### src/rtl/clock_gen_multi_if.sv
// Config port for clock_gen_multi: one {channel, divisor} request per valid/ready transfer.
// cfg_ready is registered in the slave and only ever stalls the master, never drops a request.
interface clock_gen_multi_if #(
    parameter int CTR_WIDTH = 28,
    parameter int CH_W      = 2
);
    logic                 cfg_valid;
    logic                 cfg_ready;
    logic [CH_W-1:0]      cfg_ch;
    logic [CTR_WIDTH-1:0] cfg_div;

    modport master (output cfg_valid, output cfg_ch, output cfg_div, input cfg_ready);
    modport slave  (input cfg_valid, input cfg_ch, input cfg_div, output cfg_ready);
endinterface

### src/rtl/clock_gen_multi.sv
// NUM_CH programmable divided clocks with tick strobes plus a power-of-two pixel clock; outputs registered, 1-cycle latency.
// Config is a single pending slot: cfg_ready stays low until the update lands at the target's terminal count, disable or sync_clr.
module clock_gen_multi #(
    parameter int NUM_CH      = 4,
    parameter int CTR_WIDTH   = 28,
    parameter int DEFAULT_DIV = 100000,
    parameter int PIX_SHIFT   = 1,
    parameter int CH_W        = (NUM_CH > 1) ? $clog2(NUM_CH) : 1
) (
    input  logic              master_clk,
    input  logic              rst,
    input  logic [NUM_CH-1:0] ch_en,
    input  logic              sync_clr,
    clock_gen_multi_if.slave  cfg,
    output logic [NUM_CH-1:0] clk_out,
    output logic [NUM_CH-1:0] tick,
    output logic              clk_pixel
);
    logic [CTR_WIDTH-1:0] r_ctr     [NUM_CH];
    logic [CTR_WIDTH-1:0] r_div     [NUM_CH];
    logic [CTR_WIDTH-1:0] w_ctr_nxt [NUM_CH];
    logic [CTR_WIDTH-1:0] w_div_nxt [NUM_CH];
    logic [NUM_CH-1:0]    r_clk, r_tick, w_clk_nxt, w_tick_nxt;
    logic [NUM_CH-1:0]    w_term, w_hit, w_apply;
    logic                 r_pend, w_pend_nxt, r_rdy, w_xfer;
    logic [CH_W-1:0]      r_pend_ch;
    logic [CTR_WIDTH-1:0] r_pend_div;
    // Only bit PIX_SHIFT is observable, so the higher counter bits are not kept.
    logic [PIX_SHIFT:0]   r_pix;

    assign w_xfer = cfg.cfg_valid && r_rdy;

    always_comb begin
        w_term     = '0;
        w_hit      = '0;
        w_apply    = '0;
        w_clk_nxt  = r_clk;
        w_tick_nxt = '0;
        for (int i = 0; i < NUM_CH; i++) begin
            w_ctr_nxt[i] = r_ctr[i];
            w_div_nxt[i] = r_div[i];
            w_term[i]    = (r_ctr[i] == r_div[i]);
            w_hit[i]     = (r_pend_ch == CH_W'(i));
            w_apply[i]   = r_pend && w_hit[i] && (w_term[i] || !ch_en[i] || sync_clr);
            if (sync_clr) begin
                w_ctr_nxt[i] = '0;
                w_clk_nxt[i] = 1'b0;
            end else if (ch_en[i]) begin
                if (w_term[i]) begin
                    w_ctr_nxt[i]  = '0;
                    w_clk_nxt[i]  = ~r_clk[i];
                    w_tick_nxt[i] = 1'b1;
                end else begin
                    w_ctr_nxt[i] = r_ctr[i] + CTR_WIDTH'(1);
                end
            end
            if (w_apply[i]) begin
                w_div_nxt[i] = r_pend_div;
                // A held count above the new terminal would never match again.
                if (!sync_clr && !ch_en[i] && (r_ctr[i] > r_pend_div))
                    w_ctr_nxt[i] = '0;
            end
        end
        w_pend_nxt = r_pend;
        if (r_pend && ((|w_apply) || !(|w_hit)))
            w_pend_nxt = 1'b0;
        if (w_xfer)
            w_pend_nxt = 1'b1;
    end

    always_ff @(posedge master_clk) begin
        if (!rst) begin
            for (int i = 0; i < NUM_CH; i++) begin
                r_ctr[i] <= '0;
                r_div[i] <= CTR_WIDTH'(DEFAULT_DIV);
            end
            r_clk      <= '0;
            r_tick     <= '0;
            r_pend     <= 1'b0;
            r_pend_ch  <= '0;
            r_pend_div <= '0;
            r_rdy      <= 1'b0;
            r_pix      <= '0;
        end else begin
            for (int i = 0; i < NUM_CH; i++) begin
                r_ctr[i] <= w_ctr_nxt[i];
                r_div[i] <= w_div_nxt[i];
            end
            r_clk  <= w_clk_nxt;
            r_tick <= w_tick_nxt;
            r_pend <= w_pend_nxt;
            r_rdy  <= !w_pend_nxt;
            r_pix  <= r_pix + (PIX_SHIFT+1)'(1);
            if (w_xfer) begin
                r_pend_ch  <= cfg.cfg_ch;
                r_pend_div <= cfg.cfg_div;
            end
        end
    end

    assign cfg.cfg_ready = r_rdy;
    assign clk_out       = r_clk;
    assign tick          = r_tick;
    assign clk_pixel     = r_pix[PIX_SHIFT];
endmodule

### src/flat_wrapper.sv
// flat-port wrapper written by rule: the top's interface ports become plain ports
module clock_gen_multi_flat 
#(
    parameter int NUM_CH      = 4,
    parameter int CTR_WIDTH   = 28,
    parameter int DEFAULT_DIV = 100000,
    parameter int PIX_SHIFT   = 1,
    parameter int CH_W        = (NUM_CH > 1) ? $clog2(NUM_CH) : 1
)
  (master_clk, rst, ch_en, sync_clr, clk_out, tick, clk_pixel, cfg_cfg_valid, cfg_cfg_ch, cfg_cfg_div, cfg_cfg_ready);
  clock_gen_multi_if #(.CTR_WIDTH(CTR_WIDTH), .CH_W(CH_W)) cfg_i ();
  input  logic master_clk;
  input  logic rst;
  input  logic [NUM_CH-1:0] ch_en;
  input  logic sync_clr;
  output logic [NUM_CH-1:0] clk_out;
  output logic [NUM_CH-1:0] tick;
  output logic clk_pixel;
  input wire logic [$bits(cfg_i.cfg_valid)-1:0] cfg_cfg_valid;
  input wire logic [$bits(cfg_i.cfg_ch)-1:0] cfg_cfg_ch;
  input wire logic [$bits(cfg_i.cfg_div)-1:0] cfg_cfg_div;
  output wire logic [$bits(cfg_i.cfg_ready)-1:0] cfg_cfg_ready;
  assign cfg_i.cfg_valid = cfg_cfg_valid;
  assign cfg_i.cfg_ch = cfg_cfg_ch;
  assign cfg_i.cfg_div = cfg_cfg_div;
  assign cfg_cfg_ready = cfg_i.cfg_ready;
  clock_gen_multi #(.NUM_CH(NUM_CH), .CTR_WIDTH(CTR_WIDTH), .DEFAULT_DIV(DEFAULT_DIV), .PIX_SHIFT(PIX_SHIFT), .CH_W(CH_W)) u_core (.master_clk(master_clk), .rst(rst), .ch_en(ch_en), .sync_clr(sync_clr), .cfg(cfg_i), .clk_out(clk_out), .tick(tick), .clk_pixel(clk_pixel));
endmodule
### config.mk
export PLATFORM = sky130hd
export DESIGN_NAME = clock_gen_multi_flat
export DESIGN_NICKNAME = d
export VERILOG_FILES = /design/src/rtl/clock_gen_multi_if.sv /design/src/rtl/clock_gen_multi.sv /design/src/flat_wrapper.sv
export SDC_FILE = /design/constraint.sdc
export NUM_CORES = 1
export LEC_CHECK = 0
export CORE_MARGIN = 2
export CORE_UTILIZATION = 30
export DETAILED_ROUTE_END_ITERATION = 12
export GPL_ROUTABILITY_DRIVEN = 0
export RECOVER_POWER = 25
export SLEW_MARGIN = 20
export SYNTH_ARGS = -nofsm -noshare
export SYNTH_HDL_FRONTEND = slang
export SYNTH_SLANG_ARGS = --single-unit
### constraint.sdc
create_clock -name master_clk -period 3.4 [get_ports master_clk]
set_input_delay 0.34 -clock master_clk [delete_from_list [all_inputs] [get_ports master_clk]]
set_output_delay 0.34 -clock master_clk [all_outputs]
set_load 0.005 [all_outputs]
After elaboration in Yosys (flattened, before gate mapping)
Memory sizes are Yosys's and may differ from the RTL's. Index checks and enable logic that the tools add are counted.

Register bits after elaboration: 42. RAM bits: 224. Input bits: 38. Logic and storage cells: 134. Memories kept: 2.

Memory list: u_core.r_ctr (words 4, width 28, read ports 4, clocked after memory_dff 0, write ports 4, RTL line clock_gen_multi.sv:19) `logic [CTR_WIDTH-1:0] r_ctr [NUM_CH];`; u_core.r_div (words 4, width 28, read ports 4, clocked after memory_dff 0, write ports 4, RTL line clock_gen_multi.sv:20) `logic [CTR_WIDTH-1:0] r_div [NUM_CH];`.

Add/sub/neg operators: 5. Magnitude comparators: 4. Equality and inequality tests: 7. Multiplexer cells: 40. Bitwise operators: 17. Reduce and logical (&&, ||, !) cells: 46.

Operator list (count): two-way mux 28 bit (32); adder 28 x 1 -> 28 bit, second input constant (4); equality test 28 bit (4); > comparator 28 bit (4); logical AND 1 bit (18); OR reduction 3 bit (4); logical OR 1 bit (9); inverter 1 bit (9); two-way mux 1 bit (8); OR 1 bit (8); AND reduction 2 bit (4); OR reduction 4 bit (2); zero test 1 bit (7); equality test 2 bit, second input constant (2); adder 2 x 1 -> 2 bit, second input constant (1); equality test 2 x 1 -> 1 bit, second input constant (1); zero test 2 bit (1); OR reduction 2 bit (1).

Logic depth before layout (Yosys ltp)
Gate-level depths: netlist of run 1.

Depth in word-level cells: 10. Gate-level depth with buffers: 11.

Worst setup path after synthesis of run 1
No wires, ideal clock.

Path kind: register to register. From: register u_core.r_pend_div[27]. To: memory u_core.r_ctr[3][17], in the netlist u_core.r_ctr[0][101]. Setup time: 0.117 ns. Arrival: 2.387 ns. Setup slack: 0.895 ns. Stages on the path, launching flop included: 11. Buffers on the path: 1. Clock period less this slack: 2.505 ns. Path through: dfxtp_1 -> inv_1 -> ha_1 -> and4_1 -> nand4_1 -> nor4_1 -> a2111oi_0 -> nand2_1 -> o2111ai_1 -> buf_2 -> nor2_1.

RTL lines: start, declared (RTL line clock_gen_multi.sv:27) `logic [CTR_WIDTH-1:0] r_pend_div;`; start signal, assigned (RTL line clock_gen_multi.sv:96) `r_pend_div <= cfg.cfg_div;`; end, declared (RTL line clock_gen_multi.sv:19).

==> reports/qor.txt, run 1 <==
CP arrival - 3.72 ns
VDD IR-drop max - 350 uV
Relative slew margins - -72.8%
Status - finished with violations
Drt initial violations - 775
Largest net degree at the start of global routing - 122
First-pass GRT wire length - 66.7 mm
WP data required - 3.90 ns
Clk sinks - 266
Top cells by area, synth - dfxtp_1 (38%), ha_1 (10%), xnor2_1 (7.7%)
Crit Path Class - reg2reg
Hold Slack - 0.319 ns
Fmax - 310 MHz
Row count - 79
RSZ-0062 raised after global routing - no
Final wirelength - 43.8 mm
P_leak - 6.42 nW
Fillers - 4700
Residual DRC count - 0
#FFs+latches synth - 266
Chip Height - 221 um
Pre-antenna DRT Iters - 6
Worst Max-Slew Pin Slew - 2.59 ns
Later-pin clock latency in the skew report - 0.57 ns
Die ar. - 48900 um2
Crit path launch type - flop
Max Slew Vio Count - 122
Worst Hold Launch - cfg_cfg_div[9]
Synth cell types - 59
Critical path buffer and inverter count - 2
Post-synth EDFFs - 0
IO buf count - 47
Most used cell, CP - nand4_1
Post-Synthesis Cells - 1611
CTS buffer count - 29
Diode count - 0
Failing checks - capacitance limit, slew limit
Synthesis-to-layout area growth - 16.5%
Global route overflow - 0
Share of cells above drive strength 1 - 6.60%
Setup TNS - 0 ns
DR vias/cell - 5.04
Post-DP HPWL - 32.1 mm
Clk Tree Root Cell - clkbuf_16
Mapped Avg Cell Area - 8.77 um2
Yosys top cell by area - dfxtp_1
Max stage delay cell, worst path - nor4_1
Ys async rst share - 0%
Drt wl/cell - 19.0 um
CTS H-tree depth - 1
Yosys warnings - 0
Postcts setup bufs - 0
Post-synthesis cell area - 14100 um2
Total GRT Usage - 17.6%
Placeable Area - 46600 um2
Top delay family on crit path - simple AND/OR/NAND/NOR gates
Post-Route Skew - 0.0103 ns
Post-synth top area share - 37.7%
Vias in the first global route - 11400
Post-CTS Resized - 0
FF+latch area - 5330 um2
R2r startpoint - u_core.r_pend_div[22]
Critical path peak fanout - 25
Most used DFF post-synth - dfxtp_1
Final period utilization - 94.9%
Power per cell area - 439 nW/um2
Post-route minimum period - 3.23 ns
Setup violations, final - 0
Nets - 1829
Die width - 221 um
Cell Chain, Critical Path - inv_1 > ha_1 > nand4_1 > nor4_1 > a2111oi_0 > nand3_1 > nand4_1 > buf_4 > nor2b_1
Worst path max stage delay - 0.72 ns
Routed Antenna Nets - 0
Register area share after synthesis - 37.7%
Clk buf depth - 3
Multi-input gate area - 8370 um2
Syn nets - 1765
Antenna violations before repair - 0
CP Launch Point - u_core.r_pend_div[22]
Num ports - 48
TritonCTS clock tree - yes
Initial Util - 30.4%
Worst Hold Class - in2reg
Max Cap Viol - 1
Hold buffer count at cts - 0
Worst-path clk slew - 0.07 ns
Fin. Hold Viols - 0
Vias - 11600
Crit end category - flop
## power breakdown
part | switching, mW | total [mW] | internal, mW | leakage [nW]
registers | 0.0390 | 3.19 | 3.15 | 2.15
clock network | 1.35 | 3.43 | 2.08 | 0.501
logic | 0.384 | 0.600 | 0.217 | 3.77
total | 1.77 | 7.22 | 5.45 | 6.42
## placed cells by master, fill, tap and decap left out, types with 3 or more instances in the layout
cell type and count:
bufinv_16 6, inv_1 46, clkbuf_16 29, nand4_1 61, nand3b_1 4, a21o_1 29, dlygate4sd3_1 11, buf_4 41
clkdlybuf4s50_1 36, and2_1 3, nand2b_1 4, clkbuf_1 5, nor2b_1 9, o211ai_1 13, nor4_2 3, xnor2_1 125
clkbuf_8 3, nand3_1 39, mux2i_1 108, nor4_1 15, ha_1 116, nand2_1 186, and4_1 4, or2_2 4
a2111oi_0 3, o21ai_0 16, dfxtp_1 266, a21oi_1 71, and3_1 24, xor2_1 92, o21a_1 5, clkinv_2 7
nor2_1 252, nor3_1 18
## kinds of logic (layout without fill, tap and decap cells)
family,after synthesis,after routing,share of synthesized area [%]
buf+inv,105,191,3.26
mux,108,108,7.65
flops,266,266,37.7
xor+xnor,217,217,13.4
fa+ha+maj,116,116,10.3
compound gates,157,157,6.89
simple gates,642,642,20.8
## state kept, by name (all words and copies together) (netlist names)
signal,count
u_core.cfg.cfg_ready,1
u_core.clk_out,4
u_core.r_ctr,112
u_core.r_div,112
u_core.r_pend,1
u_core.r_pend_ch,2
u_core.r_pend_div,28
u_core.r_pix,2
u_core.tick,4
## layer usage
layer	share of wire, %	track usage [%]
met3	5.0	1.91
met1	45	23.3
met5	0	0
met2	44	27.6
met4	6.1	10.2
## cells in the mapped netlist, drive strengths merged, types with 2 or more instances
cell type,instances
nand4,61
a2111oi,3
nand2,186
nor2,254
o22ai,2
buf,19
o21ai,17
nand3,40
nor3b,2
xnor2,125
a31oi,4
a21oi,71
nor2b,9
a21o,29
or2,5
or4,2
nor3,19
xor2,92
inv,47
and2,4
and4,4
o21a,5
nand4b,2
and3,25
nor4,18
a211oi,2
mux2i,108
nand3b,4
clkbuf,39
a221o,2
ha,116
or3,2
o211ai,13
dfxtp,266
nand2b,4
## worst reg2reg max path, delay by kind of cell, from the launching register on
| family | cells | cell delay, ns |
|---|---|---|
| AOI/OAI and AO/OA | 1 | 0.37 |
| adders and majority gates | 1 | 0.38 |
| buffers and inverters | 2 | 0.55 |
| and+or+nand+nor | 5 | 1.36 |
| DFF | 1 | 0.50 |
## metrics by stage
step	power, mW	worst slack, ns	instances	utilization (%)	area [um2]
after floorplan	3.59	0.895	1611	-	14100
after global placement	3.85	0.365	2251	33.3	15500
after detailed placement	3.86	0.282	2251	33.3	15500
after CTS	7.28	0.276	2304	35.5	16500
after global routing	7.45	0.0963	2304	35.4	16500
final	7.22	0.172	2304	35.4	16500
## worst paths after layout
kind                               end  slack, ns  depth (start not counted)
hold / removal    u_core.r_pend_div[9]       0.32                          3
hold reg to reg        u_core.r_pix[0]       0.44                          1
setup / recovery   u_core.r_ctr[0][54]       0.17                          9
setup reg to reg   u_core.r_ctr[0][54]       0.17                          9
## area by class of cell
type / instances / area share, %
Multi-Input combinational cell: 1240 / 50.8
Sequential cell: 266 / 32.3
Timing Repair Buffer: 91 / 4.91
Clock buffer: 37 / 4.77
Tap cell: 607 / 4.61
Clock inverter: 16 / 1.45
Inverter: 47 / 1.08
No activity file was read; power rests on OpenSTA's default activity.
==> run 2, diff against run 1 <==
--- a/config.mk
+++ b/config.mk
@@ -5,6 +5,7 @@
 export SDC_FILE = /design/constraint.sdc
 export NUM_CORES = 1
 export LEC_CHECK = 0
+export CAP_MARGIN = 30
 export CORE_MARGIN = 2
 export CORE_UTILIZATION = 30
 export DETAILED_ROUTE_END_ITERATION = 12
==> reports/qor.txt, run 2 (synthesis results as in run 1) <==
DR WL met2 - 19.3 mm
Max Slew Vio Count - 122
Fmax - 314 MHz
R2r startpoint - u_core.r_ctr[0][73]
Cell Area, Placed - 15500 um2
Worst-path clk slew - 0.06 ns
Total GRT Usage - 17.6%
Commonest non-fill, non-tap cell in the layout - dfxtp_1
RR Endpoint - u_core.r_div[2][11]
Share of cells above drive strength 1 - 6.77%
Hold Slack - 0.316 ns
DR WL met3 - 2.31 mm
Metal-1 WL - 19.9 mm
Postcts setup bufs - 0
Hold buffer count at cts - 0
Highest metal layer with signal wires - met4
Largest net degree at the start of global routing - 122
Vias - 11600
Global route overflow - 0
Num ports - 48
Post-Route Skew - 0.0219 ns
Clk buf depth - 3
Post-DP HPWL - 32.1 mm
Synthesis-to-layout area growth - 16.3%
Pre-antenna DRT Iters - 5
Clk Tree Root Cell - clkbuf_16
Worst Hold Launch - cfg_cfg_div[8]
Final wirelength - 44.2 mm
Setup violations, final - 0
Setup TNS - 0 ns
TritonCTS clock tree - yes
Die width - 221 um
Hold path depth - 3
Sw power - 1.82 mW
Later-pin clock latency in the skew report - 0.59 ns
Seq pwr share - 45.3%
Finished Cell Area - 16400 um2
Routed Antenna Nets - 0
Max Cap Viol - 1
CTS H-tree depth - 1
Failing checks - capacitance limit, slew limit
Initial Util - 30.4%
Fin. Hold Viols - 0
CTS buffer count - 29
Hold endpoint - u_core.r_pend_div[8]
Internal power - 5.23 mW
Clock power share - 46.1%
Crit path launch type - flop
Relative slew margins - -72.2%
Biggest regs - u_core.r_ctr (112), u_core.r_div (112), u_core.r_pend_div (28)
Vias in the first global route - 11300
Placed cell count - 2252
Sw Share - 25.8%
Final period utilization - 93.7%
Chip Height - 221 um
Placeable Area - 46600 um2
Die ar. - 48900 um2
P_leak - 6.40 nW
Worst Hold Class - in2reg
DR vias/cell - 5.04
Commonest cells after routing, fill and taps aside - dfxtp_1 (266), nor2_1 (252), nand2_1 (186)
First-pass GRT wire length - 66.9 mm
Power per cell area - 429 nW/um2
Nets - 1830
Drt initial violations - 727
IO buf count - 47
R2r setup slk - 0.21 ns
Antenna violations before repair - 0
Crit Path Class - reg2reg
Diode count - 0
Worst Max-Slew Pin Slew - 2.58 ns
R2R depth - 8
WP data required - 3.75 ns
Row count - 79
Non-Filler Instances - 2305
Cell Chain, Critical Path - xnor2_1 > nand4_1 > nor4_1 > nand3_1 > a31oi_4 > buf_4 > mux2i_1 > nor2_1
Logic pwr share - 8.6%
Worst path max stage delay - 0.56 ns
Residual DRC count - 0
Tot Pwr - 7.05 mW
VDD IR-drop max - 374 uV
Critical path peak fanout - 19
Drt wl/cell - 19.2 um
Crit end category - flop
RSZ-0062 raised after global routing - no
CP arrival - 3.53 ns
Max stage delay cell, worst path - nor4_1
Status - finished with violations
Post-CTS Resized - 0
Clk sinks - 266
Post-route minimum period - 3.19 ns
-- run 2: final cells by class --
type                    instances  area, um2
repair buffers                 92        838
well taps                     607        759
multi-input cells            1240       8390
clock inverters                18        180
fillers                      4673      30100
inverters                      47        178
clock buffers                  35        778
flip-flops and latches        266       5330
-- run 2: metal layers --
layer | track usage [%] | up-vias
li1 | - | 5634
met1 | 23.4 | 5567
met2 | 27.5 | 321
met3 | 2.36 | 94
met4 | 10.1 | 0
met5 | 0 | -
-- run 2: power by group through the flow --
stage	Sequential [mW]	Clock (mW)	Combinational, mW
after detailed placement	3.26	0	0.598
after CTS	3.19	3.29	0.600
after floorplan	3.26	0	0.330
final	3.19	3.25	0.604
after global routing	3.20	3.43	0.650
after global placement	3.26	0	0.586
-- run 2: worst max-delay path: cells and delay by family (launching register included) --
family                    cells  cell delay (ns)
buffers and inverters         1             0.42
DFF                           1             0.50
and+or+nand+nor               4             1.18
muxes                         1             0.23
xor gates and xnor gates      1             0.20
AOI/OAI and AO/OA             1             0.43
-- run 2: how the worst max path moves through the flow --
| stage | startpoint | endpoint | slack, ns | cells after the start |
|---|---|---|---|---|
| floorplan | u_core.r_pend_div[27] | u_core.r_ctr[0][101] | 0.90 | 10 |
| global placement | u_core.r_pend_div[22] | u_core.r_ctr[0][54] | 0.36 | 9 |
| detailed placement | u_core.r_pend_div[22] | u_core.r_ctr[0][54] | 0.38 | 9 |
| CTS | u_core.r_pend_div[22] | u_core.r_ctr[0][54] | 0.38 | 9 |
| global route | u_core.r_pend_div[5] | u_core.r_ctr[0][38] | 0.14 | 9 |
| finish | u_core.r_ctr[0][73] | u_core.r_div[2][11] | 0.21 | 8 |
-- run 2: per-stage QoR --
| step | utilization [%] | setup WS (ns) |
|---|---|---|
| after floorplan | - | 0.895 |
| after global placement | 33.3 | 0.365 |
| after detailed placement | 33.3 | 0.376 |
| after CTS | 35.4 | 0.382 |
| after global routing | 35.3 | 0.138 |
| final | 35.3 | 0.214 |
==> run 3, diff against run 2 <==
--- a/config.mk
+++ b/config.mk
@@ -5,11 +5,12 @@
 export SDC_FILE = /design/constraint.sdc
 export NUM_CORES = 1
 export LEC_CHECK = 0
-export CAP_MARGIN = 30
+export CAP_MARGIN = 20
 export CORE_MARGIN = 2
 export CORE_UTILIZATION = 30
 export DETAILED_ROUTE_END_ITERATION = 12
 export GPL_ROUTABILITY_DRIVEN = 0
+export GPL_TIMING_DRIVEN = 0
 export RECOVER_POWER = 25
 export SLEW_MARGIN = 20
 export SYNTH_ARGS = -nofsm -noshare
==> reports/qor.txt, run 3 (synthesis results as in run 1) <==
FF+latch area - 5330 um2
VDD IR-drop max - 382 uV
Final wirelength - 43.9 mm
RSZ-0062 raised after global routing - no
Worst-path clk slew - 0.06 ns
Post-DP HPWL - 32.7 mm
Worst Hold Class - in2reg
Worst Max-Slew Pin Slew - 1.05 ns
Setup TNS - 0 ns
Routed Antenna Nets - 0
Crit end category - flop
Drt wl/cell - 18.9 um
Clk sinks - 266
Tot Pwr - 7.36 mW
Die ar. - 48900 um2
Largest net degree at the start of global routing - 16
Placeable Area - 46600 um2
Total GRT Usage - 17.6%
Synthesis-to-layout area growth - 16.5%
Place WS - -0.262 ns
Residual DRC count - 0
Setup violations, final - 0
Final period utilization - 98.1%
Antenna violations before repair - 1
Biggest regs - u_core.r_ctr (112), u_core.r_div (112), u_core.r_pend_div (28)
Internal power - 5.51 mW
Num ports - 48
WP data required - 3.87 ns
IO buf count - 43
Vias in the first global route - 11300
Max Slew Vio Count - 0
CTS buffer count - 29
Initial Util - 30.4%
Seq pwr share - 44.0%
Clk Tree Root Cell - clkbuf_16
Crit Path Class - reg2reg
Clk buf depth - 3
Post-route setup slack - 0.0638 ns
Die width - 221 um
Post-Route Skew - 0.0134 ns
Nets - 1847
Multi-input gate area - 8340 um2
DR vias/cell - 5.00
Logic pwr share - 7.5%
Commonest non-fill, non-tap cell in the layout - dfxtp_1
Vias - 11600
TritonCTS clock tree - yes
Critical path peak fanout - 10
Share of cells above drive strength 1 - 5.83%
Placed cell count - 2261
CTS H-tree depth - 1
Post-route minimum period - 3.34 ns
Relative slew margins - 29.4%
Pre-antenna DRT Iters - 5
Fmax - 300 MHz
Chip Height - 221 um
Cell Area, Placed - 15300 um2
Later-pin clock latency in the skew report - 0.58 ns
Non-Filler Instances - 2322
Hold Slack - 0.0888 ns
Fin util - 35.4%
Sw power - 1.85 mW
Fillers - 4669
Drt initial violations - 619
Max Cap Viol - 0
Commonest cells after routing, fill and taps aside - dfxtp_1 (264), nor2_1 (253), nand2_1 (186)
Crit path launch type - flop
Diode count - 0
Finished Cell Area - 16500 um2
Row count - 79
Status - complete, no violations
Fin. Hold Viols - 0
CP arrival - 3.80 ns
Power per cell area - 447 nW/um2
P_leak - 6.35 nW
Sw Share - 25.2%
Global route overflow - 0
First-pass GRT wire length - 66.5 mm
Clock power share - 48.6%
==> run 3: cell types whose count changed in the layout (fill, tap and decap cells not counted), moves of 3 or more <==
| cell | previous run | this run |
|---|---|---|
| buf_2 | 0 | 7 |
| buf_4 | 42 | 14 |
| buf_6 | 0 | 5 |
| bufinv_16 | 3 | 7 |
| clkbuf_1 | 3 | 40 |
| clkdlybuf4s50_1 | 36 | 33 |
| clkinv_2 | 10 | 4 |
| clkinvlp_4 | 3 | 9 |
==> run 3: layout make-up <==
class	count	area share [%]
Buffer	58	1.72
Clock buffer	31	4.57
Clock inverter	22	1.95
Inverter	47	1.14
Multi-Input combinational cell	1240	50.7
Sequential cell	266	32.3
Tap cell	607	4.61
Timing Repair Buffer	51	3.00
==> run 3: what timing repair did <==
item,4_1_cts,5_1_grt
buffers inserted,0,7
hold buffers,0,0
pin swaps,0,1
hold endpoints to repair,0,0
endpoints found under the setup margin,20,80
gates resized for setup,1,7
==> run 3: final timing paths <==
path	startpoint	end	slack, ns	depth (start not counted)
worst max-delay path	u_core.r_pend_div[23]	u_core.r_ctr[0][101]	0.06	10
worst min-delay path	ch_en[1]	u_core.r_ctr[0][28]	0.09	3
worst max register to register	u_core.r_pend_div[23]	u_core.r_ctr[0][101]	0.06	10
worst min register to register	u_core.r_pix[0]	u_core.r_pix[0]	0.44	1
==> run 3: worst max-delay path: stages, from the launching register on <==
cell and delay [ns]:
dfxtp_1 0.62, inv_1 0.37, ha_1 0.40, and2_0 0.18, nand4_1 0.13, nor4_1 0.10, a2111oi_0 0.50, nand2_1 0.17
o2111ai_2 0.38, buf_2 0.29, nor2_1 0.08
==> run 3: power by group through the flow <==
stage | clock network, mW | registers [mW] | logic (mW)
3_5_place_dp | 0 | 3.30 | 0.529
2_1_floorplan | 0 | 3.26 | 0.330
3_3_place_gp | 0 | 3.30 | 0.516
4_1_cts | 3.63 | 3.23 | 0.533
6_report | 3.58 | 3.23 | 0.549
5_1_grt | 3.76 | 3.23 | 0.599
==> run 3: layer usage <==
metal	vias to the layer above	part of all wire, %	GRT usage (%)
met1	5496	43	22.2
met2	323	44	28.6
li1	5676	-	-
met5	-	0.025	0
met3	113	5.5	2.56
met4	2	6.6	10.3
